**config.mk**
```make
export PLATFORM = sky130hd
export DESIGN_NAME = sram_axi_bridge
export DESIGN_NICKNAME = d
export VERILOG_FILES = /design/src/rtl/sram_axi_bridge_pkg.sv /design/src/rtl/sram_axi_bridge_wr.sv /design/src/rtl/sram_axi_bridge.sv
export SDC_FILE = /design/constraint.sdc
export NUM_CORES = 1
export LEC_CHECK = 0
export BUFFER_PORTS_ARGS = -buffer_cell sky130_fd_sc_hd__buf_4
export CAP_MARGIN = 20
export CORE_AREA = 5 5 143 145
export DETAILED_ROUTE_END_ITERATION = 8
export DIE_AREA = 0 0 148 150
export PLACE_DENSITY = 0.65
export RECOVER_POWER = 100
export SLEW_MARGIN = 20
export SYNTH_ARGS = -nofsm -noshare
export SYNTH_HDL_FRONTEND = slang
export SYNTH_SLANG_ARGS = --single-unit
```
**constraint.sdc**
```tcl
create_clock -name clk -period 1.9 [get_ports clk]
set_input_delay 0.095 -clock clk [delete_from_list [all_inputs] [get_ports clk]]
set_output_delay 0.095 -clock clk [all_outputs]
set_load 0.1 [all_outputs]
```
**src/rtl/sram_axi_bridge_pkg.sv**
```systemverilog
// Shared types for sram_axi_bridge: read/write FSM encodings, AXI ids, size helper.
// Optional build macro used by the top: SRAM_AXI_RR_ARB_EN (round-robin read arbitration).
package sram_axi_bridge_pkg;

  typedef enum logic [1:0] {
    RD_IDLE = 2'd0,
    RD_AR   = 2'd1,
    RD_R    = 2'd2
  } rd_state_e;

  typedef enum logic [1:0] {
    WR_IDLE = 2'd0,
    WR_SEND = 2'd1,
    WR_B    = 2'd2
  } wr_state_e;

  localparam int unsigned ID_INST = 0;
  localparam int unsigned ID_DATA = 1;

  localparam logic GRANT_INST = 1'b0;
  localparam logic GRANT_DATA = 1'b1;

  // sram-like size is log2(bytes) on 2 bits; AXI carries it on 3 bits
  function automatic logic [2:0] axi_size(input logic [1:0] size);
    return {1'b0, size};
  endfunction

endpackage

```
**src/rtl/sram_axi_bridge_wr.sv**
```systemverilog
// Write channel of sram_axi_bridge: accepts data-port writes and sequences AW/W/B.
// AW and W complete independently; the B phase starts once both are done.
module sram_axi_bridge_wr
  import sram_axi_bridge_pkg::*;
(
  input  logic        clk_i,
  input  logic        reset_i,
  input  logic        req_i,
  input  logic        rd_busy_i,
  input  logic [1:0]  size_i,
  input  logic [31:0] addr_i,
  input  logic [31:0] wdata_i,
  input  logic [3:0]  wstrb_i,
  output logic        addr_ok_o,
  output logic        data_ok_o,
  output logic        idle_o,
  output logic [31:0] awaddr_o,
  output logic [2:0]  awsize_o,
  output logic        awvalid_o,
  input  logic        awready_i,
  output logic [31:0] wdata_o,
  output logic [3:0]  wstrb_o,
  output logic        wvalid_o,
  input  logic        wready_i,
  input  logic        bvalid_i,
  output logic        bready_o
);

  wr_state_e   state_q, state_d;
  logic [31:0] awaddr_q, awaddr_d;
  logic [2:0]  awsize_q, awsize_d;
  logic [31:0] wdata_q, wdata_d;
  logic [3:0]  wstrb_q, wstrb_d;
  logic        awvalid_q, awvalid_d;
  logic        wvalid_q, wvalid_d;

  // next-state, capture and handshake decode
  always_comb begin
    state_d   = state_q;
    awaddr_d  = awaddr_q;
    awsize_d  = awsize_q;
    wdata_d   = wdata_q;
    wstrb_d   = wstrb_q;
    awvalid_d = awvalid_q;
    wvalid_d  = wvalid_q;
    addr_ok_o = 1'b0;
    data_ok_o = 1'b0;
    case (state_q)
      WR_IDLE: begin
        if (req_i && !rd_busy_i && !reset_i) begin
          addr_ok_o = 1'b1;
          awaddr_d  = addr_i;
          awsize_d  = axi_size(size_i);
          wdata_d   = wdata_i;
          wstrb_d   = wstrb_i;
          awvalid_d = 1'b1;
          wvalid_d  = 1'b1;
          state_d   = WR_SEND;
        end else begin
          state_d = WR_IDLE;
        end
      end
      WR_SEND: begin
        awvalid_d = awvalid_q & ~awready_i;
        wvalid_d  = wvalid_q & ~wready_i;
        if (!awvalid_d && !wvalid_d) begin
          state_d = WR_B;
        end else begin
          state_d = WR_SEND;
        end
      end
      WR_B: begin
        if (bvalid_i) begin
          data_ok_o = !reset_i;
          state_d   = WR_IDLE;
        end else begin
          state_d = WR_B;
        end
      end
      default: state_d = WR_IDLE;
    endcase
  end

  // state and AW/W payload registers
  always_ff @(posedge clk_i) begin
    if (reset_i) begin
      state_q   <= WR_IDLE;
      awaddr_q  <= 32'h0000_0000;
      awsize_q  <= 3'd0;
      wdata_q   <= 32'h0000_0000;
      wstrb_q   <= 4'h0;
      awvalid_q <= 1'b0;
      wvalid_q  <= 1'b0;
    end else begin
      state_q   <= state_d;
      awaddr_q  <= awaddr_d;
      awsize_q  <= awsize_d;
      wdata_q   <= wdata_d;
      wstrb_q   <= wstrb_d;
      awvalid_q <= awvalid_d;
      wvalid_q  <= wvalid_d;
    end
  end

  assign idle_o    = (state_q == WR_IDLE);
  assign awaddr_o  = awaddr_q;
  assign awsize_o  = awsize_q;
  assign awvalid_o = awvalid_q;
  assign wdata_o   = wdata_q;
  assign wstrb_o   = wstrb_q;
  assign wvalid_o  = wvalid_q;
  assign bready_o  = (state_q == WR_B);

endmodule

```
**src/rtl/sram_axi_bridge.sv**
```systemverilog
// Bridges the core's inst (read-only) and data sram-like ports onto one AXI3 master.
// Build macro SRAM_AXI_RR_ARB_EN selects round-robin read arbitration instead of data-first.
module sram_axi_bridge
  import sram_axi_bridge_pkg::*;
#(
  parameter int ID_W = 4
) (
  input  logic            clk,
  input  logic            reset,
  input  logic            inst_sram_req,
  input  logic [1:0]      inst_sram_size,
  input  logic [31:0]     inst_sram_addr,
  output logic            inst_sram_addr_ok,
  output logic            inst_sram_data_ok,
  output logic [31:0]     inst_sram_rdata,
  input  logic            data_sram_req,
  input  logic            data_sram_wr,
  input  logic [1:0]      data_sram_size,
  input  logic [3:0]      data_sram_wstrb,
  input  logic [31:0]     data_sram_addr,
  input  logic [31:0]     data_sram_wdata,
  output logic            data_sram_addr_ok,
  output logic            data_sram_data_ok,
  output logic [31:0]     data_sram_rdata,
  output logic [ID_W-1:0] arid,
  output logic [31:0]     araddr,
  output logic [2:0]      arsize,
  output logic            arvalid,
  input  logic            arready,
  input  logic [ID_W-1:0] rid,
  input  logic [31:0]     rdata,
  input  logic            rvalid,
  output logic            rready,
  output logic [31:0]     awaddr,
  output logic [2:0]      awsize,
  output logic            awvalid,
  input  logic            awready,
  output logic [31:0]     wdata,
  output logic [3:0]      wstrb,
  output logic            wvalid,
  input  logic            wready,
  input  logic            bvalid,
  output logic            bready
);

  rd_state_e       rd_q, rd_d;
  logic [ID_W-1:0] arid_q, arid_d;
  logic [31:0]     araddr_q, araddr_d;
  logic [2:0]      arsize_q, arsize_d;
  logic            rd_data_q, rd_data_d;
`ifdef SRAM_AXI_RR_ARB_EN
  logic            last_grant_q, last_grant_d;
`endif

  logic wr_idle_s, wr_addr_ok_s, wr_data_ok_s;
  logic data_rd_req_s, grant_inst_s, grant_data_s;
  logic rd_data_busy_s, r_fire_s;

  // a data read must not overtake an outstanding write
  assign data_rd_req_s  = data_sram_req & ~data_sram_wr & wr_idle_s;
  assign rd_data_busy_s = rd_data_q & (rd_q != RD_IDLE);

  // read-channel arbitration, only while the read FSM is idle
  always_comb begin
    grant_inst_s = 1'b0;
    grant_data_s = 1'b0;
    if ((rd_q == RD_IDLE) && !reset) begin
`ifdef SRAM_AXI_RR_ARB_EN
      if (data_rd_req_s && inst_sram_req) begin
        grant_inst_s = (last_grant_q == GRANT_DATA);
        grant_data_s = (last_grant_q == GRANT_INST);
      end else begin
        grant_inst_s = inst_sram_req;
        grant_data_s = data_rd_req_s;
      end
`else
      if (data_rd_req_s) begin
        grant_data_s = 1'b1;
      end else begin
        grant_inst_s = inst_sram_req;
      end
`endif
    end else begin
      grant_inst_s = 1'b0;
      grant_data_s = 1'b0;
    end
  end

  // read FSM next state and AR payload capture
  always_comb begin
    rd_d      = rd_q;
    arid_d    = arid_q;
    araddr_d  = araddr_q;
    arsize_d  = arsize_q;
    rd_data_d = rd_data_q;
    case (rd_q)
      RD_IDLE: begin
        if (grant_data_s) begin
          rd_d      = RD_AR;
          arid_d    = ID_W'(ID_DATA);
          araddr_d  = data_sram_addr;
          arsize_d  = axi_size(data_sram_size);
          rd_data_d = 1'b1;
        end else if (grant_inst_s) begin
          rd_d      = RD_AR;
          arid_d    = ID_W'(ID_INST);
          araddr_d  = inst_sram_addr;
          arsize_d  = axi_size(inst_sram_size);
          rd_data_d = 1'b0;
        end else begin
          rd_d = RD_IDLE;
        end
      end
      RD_AR: begin
        if (arready) begin
          rd_d = RD_R;
        end else begin
          rd_d = RD_AR;
        end
      end
      RD_R: begin
        if (rvalid) begin
          rd_d = RD_IDLE;
        end else begin
          rd_d = RD_R;
        end
      end
      default: rd_d = RD_IDLE;
    endcase
  end

`ifdef SRAM_AXI_RR_ARB_EN
  // remember which port won last so a tie next time favours the other
  always_comb begin
    if (grant_data_s) begin
      last_grant_d = GRANT_DATA;
    end else if (grant_inst_s) begin
      last_grant_d = GRANT_INST;
    end else begin
      last_grant_d = last_grant_q;
    end
  end

  // arbitration history register
  always_ff @(posedge clk) begin
    if (reset) begin
      last_grant_q <= GRANT_INST;
    end else begin
      last_grant_q <= last_grant_d;
    end
  end
`endif

  // read FSM state and AR payload registers
  always_ff @(posedge clk) begin
    if (reset) begin
      rd_q      <= RD_IDLE;
      arid_q    <= '0;
      araddr_q  <= 32'h0000_0000;
      arsize_q  <= 3'd0;
      rd_data_q <= 1'b0;
    end else begin
      rd_q      <= rd_d;
      arid_q    <= arid_d;
      araddr_q  <= araddr_d;
      arsize_q  <= arsize_d;
      rd_data_q <= rd_data_d;
    end
  end

  sram_axi_bridge_wr u_wr (
    .clk_i     (clk),
    .reset_i   (reset),
    .req_i     (data_sram_req & data_sram_wr),
    .rd_busy_i (rd_data_busy_s),
    .size_i    (data_sram_size),
    .addr_i    (data_sram_addr),
    .wdata_i   (data_sram_wdata),
    .wstrb_i   (data_sram_wstrb),
    .addr_ok_o (wr_addr_ok_s),
    .data_ok_o (wr_data_ok_s),
    .idle_o    (wr_idle_s),
    .awaddr_o  (awaddr),
    .awsize_o  (awsize),
    .awvalid_o (awvalid),
    .awready_i (awready),
    .wdata_o   (wdata),
    .wstrb_o   (wstrb),
    .wvalid_o  (wvalid),
    .wready_i  (wready),
    .bvalid_i  (bvalid),
    .bready_o  (bready)
  );

  assign arid    = arid_q;
  assign araddr  = araddr_q;
  assign arsize  = arsize_q;
  assign arvalid = (rd_q == RD_AR);
  assign rready  = (rd_q == RD_R);

  // the R beat is steered by rid; at most one data-port transfer is ever outstanding
  assign r_fire_s          = (rd_q == RD_R) & rvalid & ~reset;
  assign inst_sram_addr_ok = grant_inst_s;
  assign data_sram_addr_ok = grant_data_s | wr_addr_ok_s;
  assign inst_sram_data_ok = r_fire_s & (rid == ID_W'(ID_INST));
  assign data_sram_data_ok = (r_fire_s & (rid == ID_W'(ID_DATA))) | wr_data_ok_s;
  assign inst_sram_rdata   = rdata;
  assign data_sram_rdata   = rdata;

endmodule

```
==> results of run 1 <==
-- layout by cell type (no fill, tap or decap), types with 4 or more instances in the layout --
cell type / count
a21oi_1: 16
and2b_1: 11
buf_4: 127
clkbuf_16: 9
clkbuf_2: 111
conb_1: 5
dfxtp_1: 110
dlygate4sd3_1: 69
inv_1: 4
mux2_1: 20
mux2_2: 38
nand2b_1: 5
nand4_1: 13
nor2b_1: 79
o221a_1: 31
o22a_1: 33
o31ai_1: 13
or2_2: 32
-- per-layer routing --
layer  global-route usage [%]  routed length, um
met1                     19.6               7730
met2                     26.1               8730
met3                     3.85               1180
met4                     6.65                452
met5                        0                  0
-- cell families after synthesis --
kind of cell,count (synthesis)
buf+inv,119
compound gates,104
simple gates,165
other cells,1
flops,111
mux,60
-- power by group --
group,internal (mW),switching (mW)
registers,2.52,0.101
clock network,0.932,0.975
logic,0.747,1.96
total,4.20,3.03
-- how the worst min path moves through the flow --
stage                        start             endpoint
3_3_place_gp             rdata[20]  data_sram_rdata[20]
2_1_floorplan              arready              rd_q[0]
6_report       data_sram_wdata[27]     u_wr.wdata_o[27]
5_1_grt         data_sram_addr[29]    u_wr.awaddr_o[29]
3_5_place_dp             rdata[20]  data_sram_rdata[20]
4_1_cts        data_sram_wdata[27]     u_wr.wdata_o[27]
-- registers in the layout, indices dropped and copies added, names as in the netlist --
register        count
u_wr.awvalid_o      1
u_wr.state_q        2
arsize              2
u_wr.wvalid_o       1
araddr             32
rd_q                2
u_wr.awsize_o       2
u_wr.wdata_o       32
u_wr.awaddr_o      32
arid                1
u_wr.wstrb_o        4
-- worst reg2reg max path: stages (launching register included) --
cell and delay (ns):
dfxtp_4 0.38, or4b_4 0.66, buf_6 0.24, o22a_1 0.22, o221a_2 0.24
-- cell type report --
class                           count  area [um2]
Fill cell                        1912       11200
Clock buffer                        9         225
Sequential cell                   111        2230
Tap cell                          238         298
Timing Repair Buffer              317        2320
Inverter                            4        15.0
Multi-Input combinational cell    334        2730
Clock inverter                      7        71.3
-- what timing repair did --
action,4_1_cts,5_1_grt
endpoints found under the hold margin,73,0
hold buffers,69,0
endpoints found under the setup margin,3,3
buffers inserted,1,0
pin swaps,1,0
resized for setup,7,3
-- through the flow --
stage	utilization, %	cells
after floorplan	-	564
after global placement	37.6	935
after detailed placement	37.6	935
after CTS	43.0	1021
after global routing	41.3	1020
final	41.3	1020
==> impl_metrics.env, run 1 <==
export IMPL_syn2layout_area_growth_pct=40.1
export IMPL_num_rows=51
export IMPL_crit_fanout=26
export IMPL_clock_latency_ns=0.36
export IMPL_synth_top_area_share_pct=39.5
export IMPL_async_flop_share_pct=0
export IMPL_setup_worst_path_end_class="flip-flop"
export IMPL_yosysMostFrequentCell="dfxtp_1"
export IMPL_die_x_um=148
export IMPL_place_ws_ns=0.188
export IMPL_vias_per_cell=4.75
export IMPL_antenna_found_initial=0
export IMPL_max_vdd_ir_drop_uv=426
export IMPL_gp_congestion=0.742
export IMPL_path_clk_slew_ns=0.08
export IMPL_cpMaxStageDelayCell="or4b_4"
export IMPL_finalSetupViolations=0
export IMPL_slew_violations=0
export IMPL_fin_crit_ns=1.84
export IMPL_postSynthCellCount=560
export IMPL_setup_ws_ns=0.0587
export IMPL_synthTopCellsByArea="dfxtp_1 (39%), buf_4 (9.5%), nor2b_1 (9.1%)"
export IMPL_firstDrtPassIters=4
export IMPL_synthAdderAreaFrac_pct=0
export IMPL_post_synth_top_area_cell="dfxtp_1"
export IMPL_worst_path_buf_inv=1
export IMPL_synth_common_cells="dfxtp_1 (111), nor2b_1 (82), buf_4 (71)"
export IMPL_tightest_slew_ns=0.574
export IMPL_htree_levels=3
export IMPL_synth_simple_gate_area_share_pct=19.1
export IMPL_cts_max_path_buffers=2
export IMPL_wire_per_inst_um=17.7
export IMPL_rsz0062_at_grt="no"
export IMPL_grtUsageTotal_pct=15.7
export IMPL_crit_start="rd_q[1]"
export IMPL_ys_ff_latch=111
export IMPL_cts_root_buf="clkbuf_16"
export IMPL_clock_fmax_mhz=543
export IMPL_grt_max_degree=58
export IMPL_cts_inserted_buffers=9
export IMPL_status="complete, no violations"
export IMPL_synth_main_ff_cell="dfxtp_1"
export IMPL_yosysUniqueCellTypes=37
export IMPL_clock_sinks=111
export IMPL_cts_tree="yes"
export IMPL_hold_path_class="in2reg"
export IMPL_finalSetupTns_ns=0
export IMPL_crit_chain="or4b_4 > buf_6 > o22a_1 > o221a_2"
export IMPL_hold_depth=3
export IMPL_vias=4841
export IMPL_ys_seq_area_share_pct=39.5
export IMPL_grt_pass1_wl_um=27600
export IMPL_ant_nets=0
export IMPL_cp_start_kind="flip-flop"
export IMPL_overflow=0
export IMPL_wl_um=18100
export IMPL_synth_compound_area_share_pct=16.1
export IMPL_layout_nets=927
export IMPL_grt_pass1_vias=4928
export IMPL_p_leak_nw=3.61
export IMPL_insertedDiodeCount=0
export IMPL_initialDrtViolationCount=171
export IMPL_drc=0
export IMPL_synth_edf_count=0
export IMPL_ys_warn_count=0
export IMPL_place_area_um2=7180
export IMPL_finalHoldViolCount=0
export IMPL_max_slew_margin_pct=61.9
export IMPL_synth_xor_area_share_pct=0
export IMPL_synthesis_area_um2=5630
export IMPL_numPortBuffers=231
export IMPL_avgSynthCellArea_um2=10.0
export IMPL_cp_endpoint="araddr[1]"
export IMPL_cellPowerDensity_nw_per_um2=917
export IMPL_start_util_pct=29.5
export IMPL_core_area_um2=19100
export IMPL_r2r_cells=4
export IMPL_die_h_um=150
export IMPL_reg2reg_slack_ns=0.06
export IMPL_worstSetupPathType="reg2reg"
export IMPL_hold_slack_ns=0.0299
export IMPL_required_ns=2.14
export IMPL_r2r_end="araddr[1]"
export IMPL_critical_path_top_delay_family="simple AND/OR/NAND/NOR gates"
export IMPL_ios=333
export IMPL_synth_top_family_by_area="simple AND/OR/NAND/NOR gates"
export IMPL_drive_gt1_share_pct=44.8
export IMPL_max_cap_violations=0
export IMPL_stdcell_area_um2=7890
export IMPL_dieArea_um2=22200
export IMPL_r2r_start="rd_q[1]"
export IMPL_finalClockSkew_ns=0.00824
export IMPL_dp_hpwl_um=12300
export IMPL_fin_crit_sh_pct=96.9
export IMPL_crit_cells=4
export IMPL_cp_arrival_ns=2.09
export IMPL_slowest_delay_ns=0.66
export IMPL_synthMuxAreaShare_pct=12.0
export IMPL_power_mw=7.23
(Power assumes the default switching activity.)
==> run 2: changes to the inputs <==
- clock period: 1.9 -> 2.2 ns (I/O delays scaled with it)
==> impl_metrics.env, run 2 (synthesized netlist as in run 1, its figures left out) <==
export IMPL_status="complete, no violations"
export IMPL_start_util_pct=29.5
export IMPL_slew_violations=0
export IMPL_drive_gt1_share_pct=30.6
export IMPL_numPortBuffers=231
export IMPL_fin_crit_ns=2.09
export IMPL_finalSetupViolations=0
export IMPL_htree_levels=3
export IMPL_cts_inserted_buffers=9
export IMPL_finalSetupTns_ns=0
export IMPL_worstSetupPathType="reg2out"
export IMPL_p_leak_nw=3.19
export IMPL_core_area_um2=19100
export IMPL_dp_hpwl_um=11900
export IMPL_mostFrequentLayoutCells="buf_4 (124), dfxtp_1 (111), clkbuf_1 (109)"
export IMPL_firstDrtPassIters=4
export IMPL_path_clk_slew_ns=0.08
export IMPL_clock_fmax_mhz=479
export IMPL_num_rows=51
export IMPL_layout_nets=916
export IMPL_gp_congestion=0.769
export IMPL_hold_path_class="in2reg"
export IMPL_grt_max_degree=65
export IMPL_max_cap_violations=0
export IMPL_vias=4739
export IMPL_cts_tree="yes"
export IMPL_overflow=0
export IMPL_setup_worst_path_end_class="primary output"
export IMPL_die_h_um=150
export IMPL_critical_path_top_delay_family="simple AND/OR/NAND/NOR gates"
export IMPL_grt_pass1_wl_um=26400
export IMPL_ios=333
export IMPL_worst_path_buf_inv=2
export IMPL_wire_per_inst_um=17.4
export IMPL_syn2layout_area_growth_pct=35.4
export IMPL_required_ns=2.09
export IMPL_crit_chain="or4b_1 > buf_4 > nor2_2 > clkbuf_4"
export IMPL_vias_per_cell=4.70
export IMPL_cts_max_path_buffers=2
export IMPL_grt_pass1_vias=4721
export IMPL_max_vdd_ir_drop_uv=342
export IMPL_finalHoldViolCount=0
export IMPL_antenna_found_initial=0
export IMPL_rsz0062_at_grt="no"
export IMPL_tightest_slew_ns=1.27
export IMPL_initialDrtViolationCount=170
export IMPL_fin_crit_sh_pct=95.0
export IMPL_drc=0
export IMPL_finalClockSkew_ns=0.00754
export IMPL_clock_latency_ns=0.35
export IMPL_clock_sinks=111
export IMPL_slowest_delay_ns=0.58
export IMPL_dieArea_um2=22200
export IMPL_cellPowerDensity_nw_per_um2=814
export IMPL_die_x_um=148
export IMPL_wl_um=17500
export IMPL_cpMaxStageDelayCell="or4b_1"
export IMPL_cts_root_buf="clkbuf_16"
export IMPL_layout_commonest_cell="buf_4"
export IMPL_crit_fanout=12
export IMPL_grtUsageTotal_pct=14.9
export IMPL_max_slew_margin_pct=15.9
export IMPL_cts_resized=0
export IMPL_cp_start_kind="flip-flop"
export IMPL_nFillCells=1929
export IMPL_fin_util_pct=39.9
export IMPL_insertedDiodeCount=0
export IMPL_power_mw=6.20
export IMPL_hold_slack_ns=0.0222
export IMPL_cp_arrival_ns=1.98
export IMPL_ant_nets=0
-- run 2: cell count changes in the layout (fill, tap and decap cells not counted), moves of 2 or more --
cell | previous run | this run
clkbuf_4 | 2 | 4
dlygate4sd3_1 | 69 | 62
buf_8 | 2 | 0
nor2_2 | 0 | 2
buf_4 | 127 | 124
buf_6 | 3 | 1
clkbuf_2 | 111 | 4
clkbuf_1 | 1 | 109
-- run 2: per-stage QoR --
step | cells | setup WS, ns | cell area (um2)
2_1_floorplan | 564 | 0.0409 | 5680
3_3_place_gp | 931 | 0.384 | 7120
3_5_place_dp | 931 | 0.363 | 7120
4_1_cts | 1009 | 0.133 | 8050
5_1_grt | 1009 | 0.0489 | 7620
6_report | 1009 | 0.110 | 7620
-- run 2: cell type report --
| type | instances | area, um2 | area share, % |
|---|---|---|---|
| multi-input cells | 334 | 2720 | 35.7 |
| flip-flops and latches | 111 | 2220 | 29.2 |
| clock inverters | 7 | 78.8 | 1.03 |
| well taps | 238 | 298 | 3.91 |
| inverters | 4 | 15.0 | 0.197 |
| repair buffers | 306 | 2060 | 27.1 |
| clock buffers | 9 | 225 | 2.96 |
-- run 2: what timing repair did --
item	CTS	global route
hold buffers	62	0
buffers inserted	0	0
hold endpoints to repair	62	0
-- run 2: metal layers --
layer / share of wire [%] / global-route usage [%]
met4: 2.7 / 5.87
met5: 0 / 0
met1: 43 / 18.4
met3: 6.8 / 3.97
met2: 48 / 24.8
-- run 2: worst paths after layout --
path                             to  depth (start not counted)  slack, ns                 from
setup reg to reg  u_wr.awaddr_o[14]                          5       0.21              rd_q[0]
hold / removal     u_wr.wdata_o[17]                          3       0.02  data_sram_wdata[17]
setup / recovery  inst_sram_addr_ok                          4       0.11              rd_q[1]
hold reg to reg   u_wr.awaddr_o[22]                          2       0.47    u_wr.awaddr_o[22]
-- run 2: worst min-delay path, delay by kind of cell --
kind / cells / cell delay, ns
buffers and inverters: 1 / 0.11
and+or+nand+nor: 1 / 0.06
AOI/OAI and AO/OA: 1 / 0.05
-- run 2: power breakdown --
part | switching (mW) | leakage, nW | total [mW] | internal [mW]
registers | 0.0870 | 0.912 | 2.26 | 2.17
clock network | 0.864 | 0.148 | 1.68 | 0.811
logic | 1.68 | 2.13 | 2.26 | 0.585
total | 2.63 | 3.19 | 6.20 | 3.57
